$ cat src/rtl/clk_div_prog.sv
// clk_div_prog: runtime-programmable integer clock divider with 50% duty for even and odd N,
// plus a sys_clk-domain tick aligned to each clk_out rise.
module clk_div_prog #(
    parameter int DIV_W       = 8,
    parameter int DEFAULT_DIV = 6
) (
    input  logic             sys_clk,
    input  logic             sys_rst,
    input  logic             en,
    input  logic             div_load,
    input  logic [DIV_W-1:0] div_val,
    output logic             div_ack,
    output logic             div_err,
    output logic [DIV_W-1:0] cur_div,
    output logic             clk_out,
    output logic             tick
);
    typedef enum logic {IDLE, RUN} state_t;
    state_t           state, state_nx;
    logic [DIV_W-1:0] cnt, cnt_nx, pending_div, div_nx;
    logic [DIV_W:0]   half;
    logic             pending, pending_nx, clk_p, clk_n, odd;
    logic             run, last, load_ok, load_bad, apply, ack_nx;

    assign run      = state == RUN;
    assign last     = cnt == cur_div - DIV_W'(1);
    assign load_ok  = div_load && div_val >= DIV_W'(2);
    assign load_bad = div_load && div_val < DIV_W'(2);
    assign half     = ({1'b0, cur_div} + (DIV_W+1)'(1)) >> 1;
    // A new divisor may only land where no period is in flight.
    assign apply    = !run || last;

    always_comb begin
        state_nx   = run ? ((last && !en) ? IDLE : RUN) : (en ? RUN : IDLE);
        cnt_nx     = (run && !last) ? cnt + DIV_W'(1) : '0;
        ack_nx     = apply && (load_ok || pending);
        div_nx     = !ack_nx ? cur_div : (load_ok ? div_val : pending_div);
        pending_nx = !ack_nx && (pending || load_ok);
    end

    always_ff @(posedge sys_clk or posedge sys_rst) begin
        if (sys_rst) begin
            state       <= IDLE;
            cnt         <= '0;
            clk_p       <= 1'b0;
            tick        <= 1'b0;
            div_ack     <= 1'b0;
            div_err     <= 1'b0;
            cur_div     <= DIV_W'(DEFAULT_DIV);
            odd         <= 1'(DEFAULT_DIV % 2);
            pending     <= 1'b0;
            pending_div <= DIV_W'(DEFAULT_DIV);
        end else begin
            state   <= state_nx;
            cnt     <= cnt_nx;
            clk_p   <= run && ({1'b0, cnt} < half);
            tick    <= run && cnt == '0;
            div_ack <= ack_nx;
            div_err <= load_bad;
            cur_div <= div_nx;
            odd     <= div_nx[0];
            pending <= pending_nx;
            if (load_ok) pending_div <= div_val;
        end
    end

    // Half-cycle delayed copy trims the odd-N high phase by half a sys_clk period.
    always_ff @(negedge sys_clk or posedge sys_rst) begin
        if (sys_rst) clk_n <= 1'b0;
        else clk_n <= clk_p;
    end

    assign clk_out = odd ? (clk_p & clk_n) : clk_p;
endmodule

$ cat config.mk
export PLATFORM = sky130hd
export DESIGN_NAME = clk_div_prog
export DESIGN_NICKNAME = d
export VERILOG_FILES = /design/src/rtl/clk_div_prog.sv
export SDC_FILE = /design/constraint.sdc
export NUM_CORES = 1
export LEC_CHECK = 0
export BUFFER_PORTS_ARGS = -buffer_cell sky130_fd_sc_hd__buf_2
export CAP_MARGIN = 0
export CORE_MARGIN = 1.5
export CORE_UTILIZATION = 54
export CTS_CLUSTER_DIAMETER = 40
export DETAILED_ROUTE_END_ITERATION = 10
export PLACE_DENSITY = 0.75
export SKIP_CTS_REPAIR_TIMING = 1
export SLEW_MARGIN = 20
export SYNTH_ARGS = -nofsm -noshare
export SYNTH_HDL_FRONTEND = slang
export SYNTH_SLANG_ARGS = --single-unit
export TNS_END_PERCENT = 10
$ cat constraint.sdc
create_clock -name sys_clk -period 3.95 [get_ports sys_clk]
set_clock_uncertainty 0.1 [all_clocks]
set_input_delay 0.1975 -clock sys_clk [delete_from_list [all_inputs] [get_ports sys_clk]]
set_output_delay 0.1975 -clock sys_clk [all_outputs]
set_load 0.005 [all_outputs]
======== After elaboration in Yosys (flattened, before gate mapping) ========
Index checks and enable logic that the tools add are counted.
storage, ports and cells
  bits in registers ....................... 31
  output and inout port bits .............. 12
  input port bits ......................... 12
  logic and storage cells ................. 40
operators by class
  reduce and logical (&&, ||, !) cells .... 15
  order comparisons ....................... 3
  equality and inequality tests ........... 1
  bitwise gates (word level) .............. 1
  add/sub/neg operators ................... 3
  muxes and demuxes ....................... 6
operators with widths
  operator               number
  $mux W8                2
  $add A8 B1 Y9 const B  1
  $add A8 B1 Y8 const B  1
  $eq A8 B8 Y1           1
  $ge A8 B2 Y1 const B   1
  $logic_and A1 B1 Y1    8
  $logic_not A8 Y1       1
  $lt A8 B2 Y1 const B   1
  $lt A8 B8 Y1           1
  $sub A8 B1 Y8 const B  1
  $logic_not A1 Y1       4
  $mux W1                4
  $logic_or A1 B1 Y1     2
  $and A1 B1 Y1          1

======== Logic depth before layout (Yosys ltp) ========
Gate-level depths: netlist of run 1.
  word-level depth ........................ 6
  mapped depth ............................ 8

==> results of run 1 <==
-- kinds of logic (layout without fill, tap and decap cells) --
family                     Yosys count  count (layout)  share of synthesized area, %
xor gates and xnor gates            22              22                          10.7
DFF                                 31              31                          43.4
buffers and inverters               19              46                          4.73
AOI/OAI and AO/OA                   36              36                          17.0
adders and majority gates           11              11                          7.64
and+or+nand+nor                     55              55                          16.0
muxes                                1               1                         0.625
-- worst paths after layout --
| kind | to | slack, ps | cells after the start |
|---|---|---|---|
| min in group asynchronous | pending_div[4] | 370 | 4 |
| max reg2reg | cur_div[7] | 890 | 8 |
| max in group asynchronous | clk_n | 1200 | 4 |
| max | clk_out | 750 | 2 |
| min | pending_div[4] | 1 | 3 |
| min reg2reg | pending_div[4] | 380 | 2 |
-- Yosys cell counts (all sizes together) (4+ instances only) --
| cell | count |
|---|---|
| buf | 5 |
| dfstp | 4 |
| xnor2 | 12 |
| nand2 | 10 |
| xor2 | 10 |
| dfrtp | 26 |
| nor2 | 14 |
| ha | 11 |
| o21ai | 4 |
| clkbuf | 4 |
| and3 | 6 |
| nand3 | 6 |
| a22o | 18 |
| inv | 10 |
-- layout make-up --
class,count,share of cell area [%]
tap,44,2.68
inverter,10,1.83
timing repair buffer,28,7.80
clock buffer,6,2.50
clock inverter,2,1.71
multi-input combinational,125,45.5
sequential,31,38.0
-- worst max-delay path, stage by stage, from the launching register on --
cell	delay [ps]
dfrtn_1	330
o21a_1	160
buf_2	120
-- per-stage QoR --
step	instances	power (mW)	hold slack, ps
6_report	246	1.56	1.16
5_1_grt	246	1.68	15.9
4_1_cts	243	1.57	-190
3_5_place_dp	235	1.29	187
3_3_place_gp	235	1.26	184
2_1_floorplan	175	1.11	198
-- power breakdown --
part	switching, mW	total [mW]	internal [mW]
Combinational	0.335	0.692	0.356
Clock	0.109	0.258	0.149
Sequential	0.184	0.610	0.427
-- layer usage --
metal / track usage [%] / wire length, um / vias to the layer above
li1: - / - / 669
met1: 33.1 / 1860 / 692
met2: 33.0 / 1680 / 37
met3: 5.76 / 182 / 5
met4: 7.45 / 61 / 0
met5: 0 / 0 / -
-- sequential cells by signal (all words and copies together) (netlist names) --
register     cells
pending_div      8
clk_n            1
tick             1
pending          1
run              1
div_ack          1
clk_p            1
cnt              8
div_err          1
cur_div          8
==> summary.txt, run 1 <==
Synth
  – Register area share after synthesis: 43.4%
  – Ys async rst share: 100%
  – Number of synthesis warnings: 0
  – Synth Instances: 175
  – Syn_area_per_cell: 10.3 um2
  – Area share of the largest cell type after synthesis: 36.1%
  – Synth cell types: 43
  – Top cells by area, synth: dfrtp_1 36%, a22o_1 8.8%, ha_1 7.6%, dfstp_2 5.8%, xnor2_1 5.8%
  – Post-synth top flop: dfrtp_1
  – Seq cells post-synth: 31
  – Post-synthesis cell area: 1800 um2
  – Post-synth EDFFs: 0
  – Largest area contributor in the netlist: dfrtp_1
  – Mapped Nets: 198

Worst setup path
  – Worst Setup Path Type: flip-flop to primary output
  – Crit Path Max Fanout: 1
  – Startpoint Class: flip-flop
  – CP Data Arrival Time: 2900 ps
  – CP endpoint kind: primary output
  – Worst EP required: 3650 ps
  – Reg-to-reg startpoint: cur_div[0]
  – Critical Path Source: clk_n

STA
  – Setup TNS: 0 ps
  – Final setup margin: 753 ps
  – Setup-failing EPs final: 0
  – Final count of pins violating max slew: 0
  – Worst-margin pin slew: 669 ps
  – Final hold viol count: 0
  – Slew Limit Headroom: 55.2%
  – RSZ-0062 raised after global routing: false

Finish
  – Reg area: 781 um2
  – Fill cell count: 268
  – Antenna Cells: 0
  – Final nets: 224
  – Multi-input logic area: 935 um2
  – Commonest non-fill, non-tap cell in the layout: dfrtp_1
  – Commonest non-fill, non-tap cells in the layout: 26 x dfrtp_1, 23 x buf_2, 18 x a22o_1
  – Fin util: 66.2%
  – P&R area growth vs syn: 14.1%
  – Finished Cell Area: 2050 um2
  – Share of post-route cells with drive strength above 1: 21.3%

Clocking
  – H-tree depth: 2
  – Clock-pin slew on the worst setup and hold paths: 100 ps
  – Sink Count: 31
  – Worst skew pair latency: 330 ps
  – Number of CTS-inserted buffers: 5
  – CTS tree: built
  – Clk buf depth: 2
  – Root buf cell: clkbuf_4

Floorplan
  – Die area: 3690 um2
  – Core ar.: 3100 um2
  – Rows: 20
  – Initial core utilization: 58.0%
  – Die Wd: 60.7 um
  – I/O pin total: 24
  – Die Span Y: 60.7 um

Flow run
  – Max cap viols: 0

Hold path
  – Hold Crit Start: div_val[4]
  – Hold Crit Class: input port to flip-flop

Route
  – Drt drc: 0
  – Final WL: 3790 um
  – Antenna Nets Post-Route: 0
  – 1st-iter DRT viols: 55
  – Routed wire per std cell: 15.4 um
  – Vias per cell: 5.70
  – Via count: 1,403
  – DR pass1 iterations: 4

Global route
  – GRT Util Overall: 22.6%
  – Vias in the first global route: 1,248
  – GR Overflow Total: 0
  – First-pass GRT wire length: 5960 um
  – Largest net degree at the start of global routing: 32
  – Initial antenna violation count: 0

Status
  – Status: finished, final reports clean

Power
  – Peak supply drop: 0.000328 V
  – Leakage: 1.00 nW
  – PwrDens: 759 nW/um2

Place
  – Port Buf Inserts: 23
  – Area after DPL: 1940 um2
  – Post-DP HPWL: 2760 um
  – Final GP Congestion: 0.861
  – DP Worst Slack: 937 ps
(Power assumes the default switching activity.)
==> run 2, diff against run 1 <==
==> constraint.sdc (replaced) <==
create_clock -name sys_clk -period 3.29 [get_ports sys_clk]
set_clock_uncertainty 0.1 [all_clocks]
set_input_delay 0.1645 -clock sys_clk [delete_from_list [all_inputs] [get_ports sys_clk]]
set_output_delay 0.1645 -clock sys_clk [all_outputs]
set_load 0.005 [all_outputs]
==> run 2 against run 1 <==
Effect of this change: the run now ends with negative hold slack left; global-route usage is 0.57 points lower; combinational power grew 19%; via count is 0.57% lower; first-iteration DRC count down 18%; die area stayed put; core utilization down 0.20 points; register-to-register slack got worse by 350 ps; power up 14%; highest routed layer unchanged.
==> summary.txt, run 2 (synthesis results as in run 1) <==
Place
  – Post-DP HPWL: 2590 um
  – Final GP Congestion: 0.819
  – DP Cell Count: 235
  – Area after DPL: 1940 um2
  – Port Buf Inserts: 23
  – DP Worst Slack: 577 ps

Worst setup path
  – Critical-path cell list: o21a_1, buf_2
  – Worst Setup Path Type: flip-flop to primary output
  – R2r endpoint: run
  – Worst EP required: 3030 ps
  – Reg-to-reg startpoint: cur_div[0]
  – Critical Path Source: clk_n
  – CP Buf/Inv Count: 1
  – Crit Path Max Fanout: 1
  – Startpoint Class: flip-flop
  – Slowest stage delay, CP: 330 ps
  – Flop2flop setup slack: 540 ps
  – Worst path top cell family by delay: flip-flops
  – Worst r2r path cells: 8
  – CP endpoint kind: primary output
  – Slowest CP cell: dfrtn_1
  – CP Data Arrival Time: 2580 ps

STA
  – Final setup margin: 444 ps
  – RSZ-0062 raised after global routing: false
  – Final hold viol count: 2
  – Setup TNS: 0 ps
  – Worst hold margin: -0.824 ps
  – Final count of pins violating max slew: 0
  – Worst-margin pin slew: 410 ps
  – Slew Limit Headroom: 72.4%
  – Setup-failing EPs final: 0

Global route
  – GRT Util Overall: 22.1%
  – Vias in the first global route: 1,258
  – GR Overflow Total: 0
  – First-pass GRT wire length: 5910 um
  – Largest net degree at the start of global routing: 31
  – Initial antenna violation count: 0

Floorplan
  – Initial core utilization: 58.0%
  – Die area: 3690 um2
  – Rows: 20
  – I/O pin total: 24
  – Core ar.: 3100 um2
  – Die Span Y: 60.7 um
  – Die Wd: 60.7 um

Clocking
  – CTS tree: built
  – Clk buf depth: 2
  – Root buf cell: clkbuf_4
  – H-tree depth: 2
  – Worst skew pair latency: 330 ps
  – Sink Count: 31
  – Number of CTS-inserted buffers: 5
  – Clock-pin slew on the worst setup and hold paths: 90 ps

Route
  – 1st-iter DRT viols: 45
  – Antenna Nets Post-Route: 0
  – Routed wire per std cell: 14.4 um
  – Final WL: 3570 um
  – Vias per cell: 5.63
  – Drt drc: 0
  – DR pass1 iterations: 4
  – Via count: 1,395

Power
  – Peak supply drop: 0.000379 V
  – Sw Ratio: 41.4%
  – P_int: 1.04 mW
  – Clock power frac: 12.9%
  – Leakage: 0.996 nW
  – Switching power: 0.737 mW
  – PwrDens: 869 nW/um2
  – Sequential fraction of design power: 40.8%
  – Combinational power share: 46.3%

Finish
  – Top Registers: cnt: 8 flops, cur_div: 8 flops, pending_div: 8 flops
  – Reg area: 781 um2
  – Commonest non-fill, non-tap cells in the layout: 26 x dfrtp_1, 23 x buf_2, 18 x a22o_1
  – Antenna Cells: 0
  – Finished Cell Area: 2050 um2
  – Non-filler instance count after layout: 248
  – Commonest non-fill, non-tap cell in the layout: dfrtp_1
  – Fill cell count: 276
  – Final nets: 226
  – Share of post-route cells with drive strength above 1: 20.6%
  – Multi-input logic area: 935 um2
  – P&R area growth vs syn: 13.8%

Hold path
  – Hold Crit Start: div_val[2]
  – Hold Crit Class: input port to flip-flop
  – Hold-critical path depth: 2
  – Hold endpoint: pending_div[2]

Flow run
  – Max cap viols: 0

Status
  – Status: finished with violations
  – Failing checks: negative hold slack
==> run 2: changes by cell type in the layout (fill, tap and decap cells not counted), sizes merged <==
cell / previous run / this run
dlygate4sd3: 3 / 5
bufinv: 1 / 0
clkbuf: 6 / 7
==> run 2: through the flow <==
step	total power, mW	utilization, %
2_1_floorplan	1.34	-
3_3_place_gp	1.51	62.5
3_5_place_dp	1.55	62.5
4_1_cts	1.78	64.4
5_1_grt	1.94	66.0
6_report	1.78	66.0
==> run 2: per-layer routing <==
layer	GRT usage [%]	wire length [um]	up-vias
met5	0	0	-
met4	6.21	42	0
met3	5.97	176	5
met2	30.3	1490	37
met1	34.1	1860	677
li1	-	-	676
==> run 2: worst register-to-register path, delay by kind of cell (launching register included) <==
kind / cells / cell delay (ps)
flip-flops: 1 / 470
buffers and inverters: 2 / 420
AO/OA/AOI/OAI: 3 / 770
adder cells (fa/ha/maj): 1 / 230
AND/OR/NAND/NOR: 2 / 640
==> run 2: cell type report <==
class	count	area share (%)
tap	44	2.69
inverter	10	1.83
multi-input combinational	125	45.6
timing repair buffer	30	8.80
clock inverter	1	0.244
clock buffer	7	2.69
sequential	31	38.1
==> run 2: power groups by stage <==
stage	registers (mW)	logic [mW]	clock network, mW
floorplan	0.639	0.698	0
global placement	0.723	0.786	0
detailed placement	0.730	0.817	0
CTS	0.723	0.824	0.234
global route	0.750	0.944	0.248
finish	0.726	0.824	0.229
==> run 2: how the worst max path moves through the flow <==
stage                       endpoint  cells after the start  slack [ps]
after floorplan           cur_div[3]                      8         680
after global placement           run                      8         700
after detailed placement         run                      8         580
after CTS                    clk_out                      2         440
after global routing             run                      8         370
final                        clk_out                      2         440
==> run 3, diff against run 2 <==
--- a/config.mk
+++ b/config.mk
@@ -9,6 +9,7 @@
 export CAP_MARGIN = 0
 export CORE_MARGIN = 1.5
 export CORE_UTILIZATION = 54
+export CTS_BUF_LIST = sky130_fd_sc_hd__clkbuf_8
 export CTS_CLUSTER_DIAMETER = 40
 export DETAILED_ROUTE_END_ITERATION = 10
 export PLACE_DENSITY = 0.75
==> run 3 against run 2 <==
Effect of this change: the run now ends clean; sequential cell count stayed put; sequential share of layout area is essentially flat; via count decreased by 1.3%; clock power up 33%; core utilization about the same; worst setup slack improved by 33 ps; cell count is 1.2% lower; combinational power is essentially flat; non-clock buffer count is 3 lower; global-route usage up 0.40 points; power increased by 4.1%; sequential power is essentially flat; critical path type unchanged; largest power group unchanged; highest routed layer unchanged.
==> summary.txt, run 3 (synthesis results as in run 1) <==
Worst setup path
  – Critical Path Source: clk_n
  – Flop2flop setup slack: 540 ps
  – CP endpoint kind: primary output
  – Critical-path cell list: o21a_1, buf_2
  – Startpoint Class: flip-flop
  – Crit Path Max Fanout: 1
  – CP endpoint: clk_out
  – R2r endpoint: run
  – CP Data Arrival Time: 2550 ps
  – Slowest stage delay, CP: 320 ps
  – Critical Path Stages: 2
  – CP Buf/Inv Count: 1
  – Worst path top cell family by delay: flip-flops
  – Reg-to-reg startpoint: cur_div[0]
  – Worst Setup Path Type: flip-flop to primary output
  – Slowest CP cell: dfrtn_1
  – Worst EP required: 3030 ps
  – Worst r2r path cells: 8

Global route
  – GR Overflow Total: 0
  – Vias in the first global route: 1,244
  – GR met2 Demand/Resource: 31.0%
  – First-pass GRT wire length: 5930 um
  – Busiest grt layer: met1
  – Initial antenna violation count: 0
  – M1 GR Usage: 34.3%
  – Largest net degree at the start of global routing: 31
  – GRT Util Overall: 22.5%
  – Met3 usage: 6.40%

Power
  – Leakage: 1.00 nW
  – PwrDens: 904 nW/um2
  – Total power: 1.85 mW
  – Peak supply drop: 0.000366 V

Route
  – 1st-iter DRT viols: 76
  – Antenna Nets Post-Route: 0
  – Via count: 1,377
  – Vias per cell: 5.62
  – DR pass1 iterations: 4
  – Final WL: 3620 um
  – Routed wire per std cell: 14.8 um
  – Drt drc: 0

Floorplan
  – Die Wd: 60.7 um
  – Die Span Y: 60.7 um
  – Die area: 3690 um2
  – Rows: 20
  – I/O pin total: 24
  – Core ar.: 3100 um2
  – Initial core utilization: 58.0%

Place
  – Port Buf Inserts: 23
  – DP Cell Count: 235
  – Final GP Congestion: 0.819
  – Area after DPL: 1940 um2
  – Post-DP HPWL: 2590 um
  – DP Worst Slack: 577 ps

Status
  – Status: finished, final reports clean

Finish
  – Final nets: 223
  – Commonest non-fill, non-tap cell in the layout: dfrtp_1
  – Fill cell count: 276
  – Top Registers: cnt: 8 flops, cur_div: 8 flops, pending_div: 8 flops
  – Antenna Cells: 0
  – Commonest non-fill, non-tap cells in the layout: 26 x dfrtp_1, 23 x buf_2, 18 x a22o_1
  – Non-filler instance count after layout: 245
  – P&R area growth vs syn: 13.8%
  – Share of post-route cells with drive strength above 1: 20.9%
  – Finished Cell Area: 2050 um2
  – Fin util: 66.0%

Clocking
  – Clk buf depth: 2
  – CTS tree: built
  – H-tree depth: 2
  – Sink Count: 31
  – Root buf cell: clkbuf_8
  – Worst skew pair latency: 290 ps
  – Number of CTS-inserted buffers: 5
  – Clock-pin slew on the worst setup and hold paths: 60 ps

Flow run
  – Max cap viols: 0

STA
  – Slew Limit Headroom: 72.1%
  – Final hold viol count: 0
  – Final setup margin: 477 ps
  – Final count of pins violating max slew: 0
  – Worst-margin pin slew: 415 ps
  – Worst hold margin: 19.8 ps
  – Setup-failing EPs final: 0
  – Setup TNS: 0 ps
  – RSZ-0062 raised after global routing: false

Hold path
  – Hold Crit Class: input port to flip-flop
-- run 3: layout make-up --
cell class | instances | area [um2] | share of cell area (%)
Timing Repair Buffer | 27 | 150 | 7.33
Multi-Input combinational cell | 125 | 935 | 45.6
Clock buffer | 6 | 82.6 | 4.03
Inverter | 10 | 37.5 | 1.83
Sequential cell | 31 | 781 | 38.1
Tap cell | 44 | 55.1 | 2.69
Clock inverter | 2 | 8.76 | 0.427
-- run 3: worst min path at each step --
stage	startpoint	endpoint	slack (ps)	cells past startpoint
floorplan	sys_rst	clk_p	170	1
global placement	sys_rst	pending	230	3
detailed placement	sys_rst	pending_div[0]	230	3
CTS	sys_rst	tick	-70	3
global route	div_val[0]	pending_div[0]	30	2
finish	div_val[0]	pending_div[0]	20	2
-- run 3: report_power, final --
group	internal, mW	switching [mW]	total (mW)
Sequential	0.513	0.212	0.725
Combinational	0.424	0.400	0.824
Clock	0.165	0.138	0.304
Total	1.10	0.750	1.85
-- run 3: per-layer routing --
metal  up-vias  part of all wire [%]
met3         4                   5.5
li1        666                     -
met4         0                   1.4
met2        40                    42
met1       667                    51
met5         -                     0
-- run 3: worst reg2reg max path: cells and delay by family (launching register included) --
kind	cells	cell delay (ps)
flops	1	460
buf+inv	2	420
compound gates	3	770
simple gates	2	650
fa+ha+maj	1	230
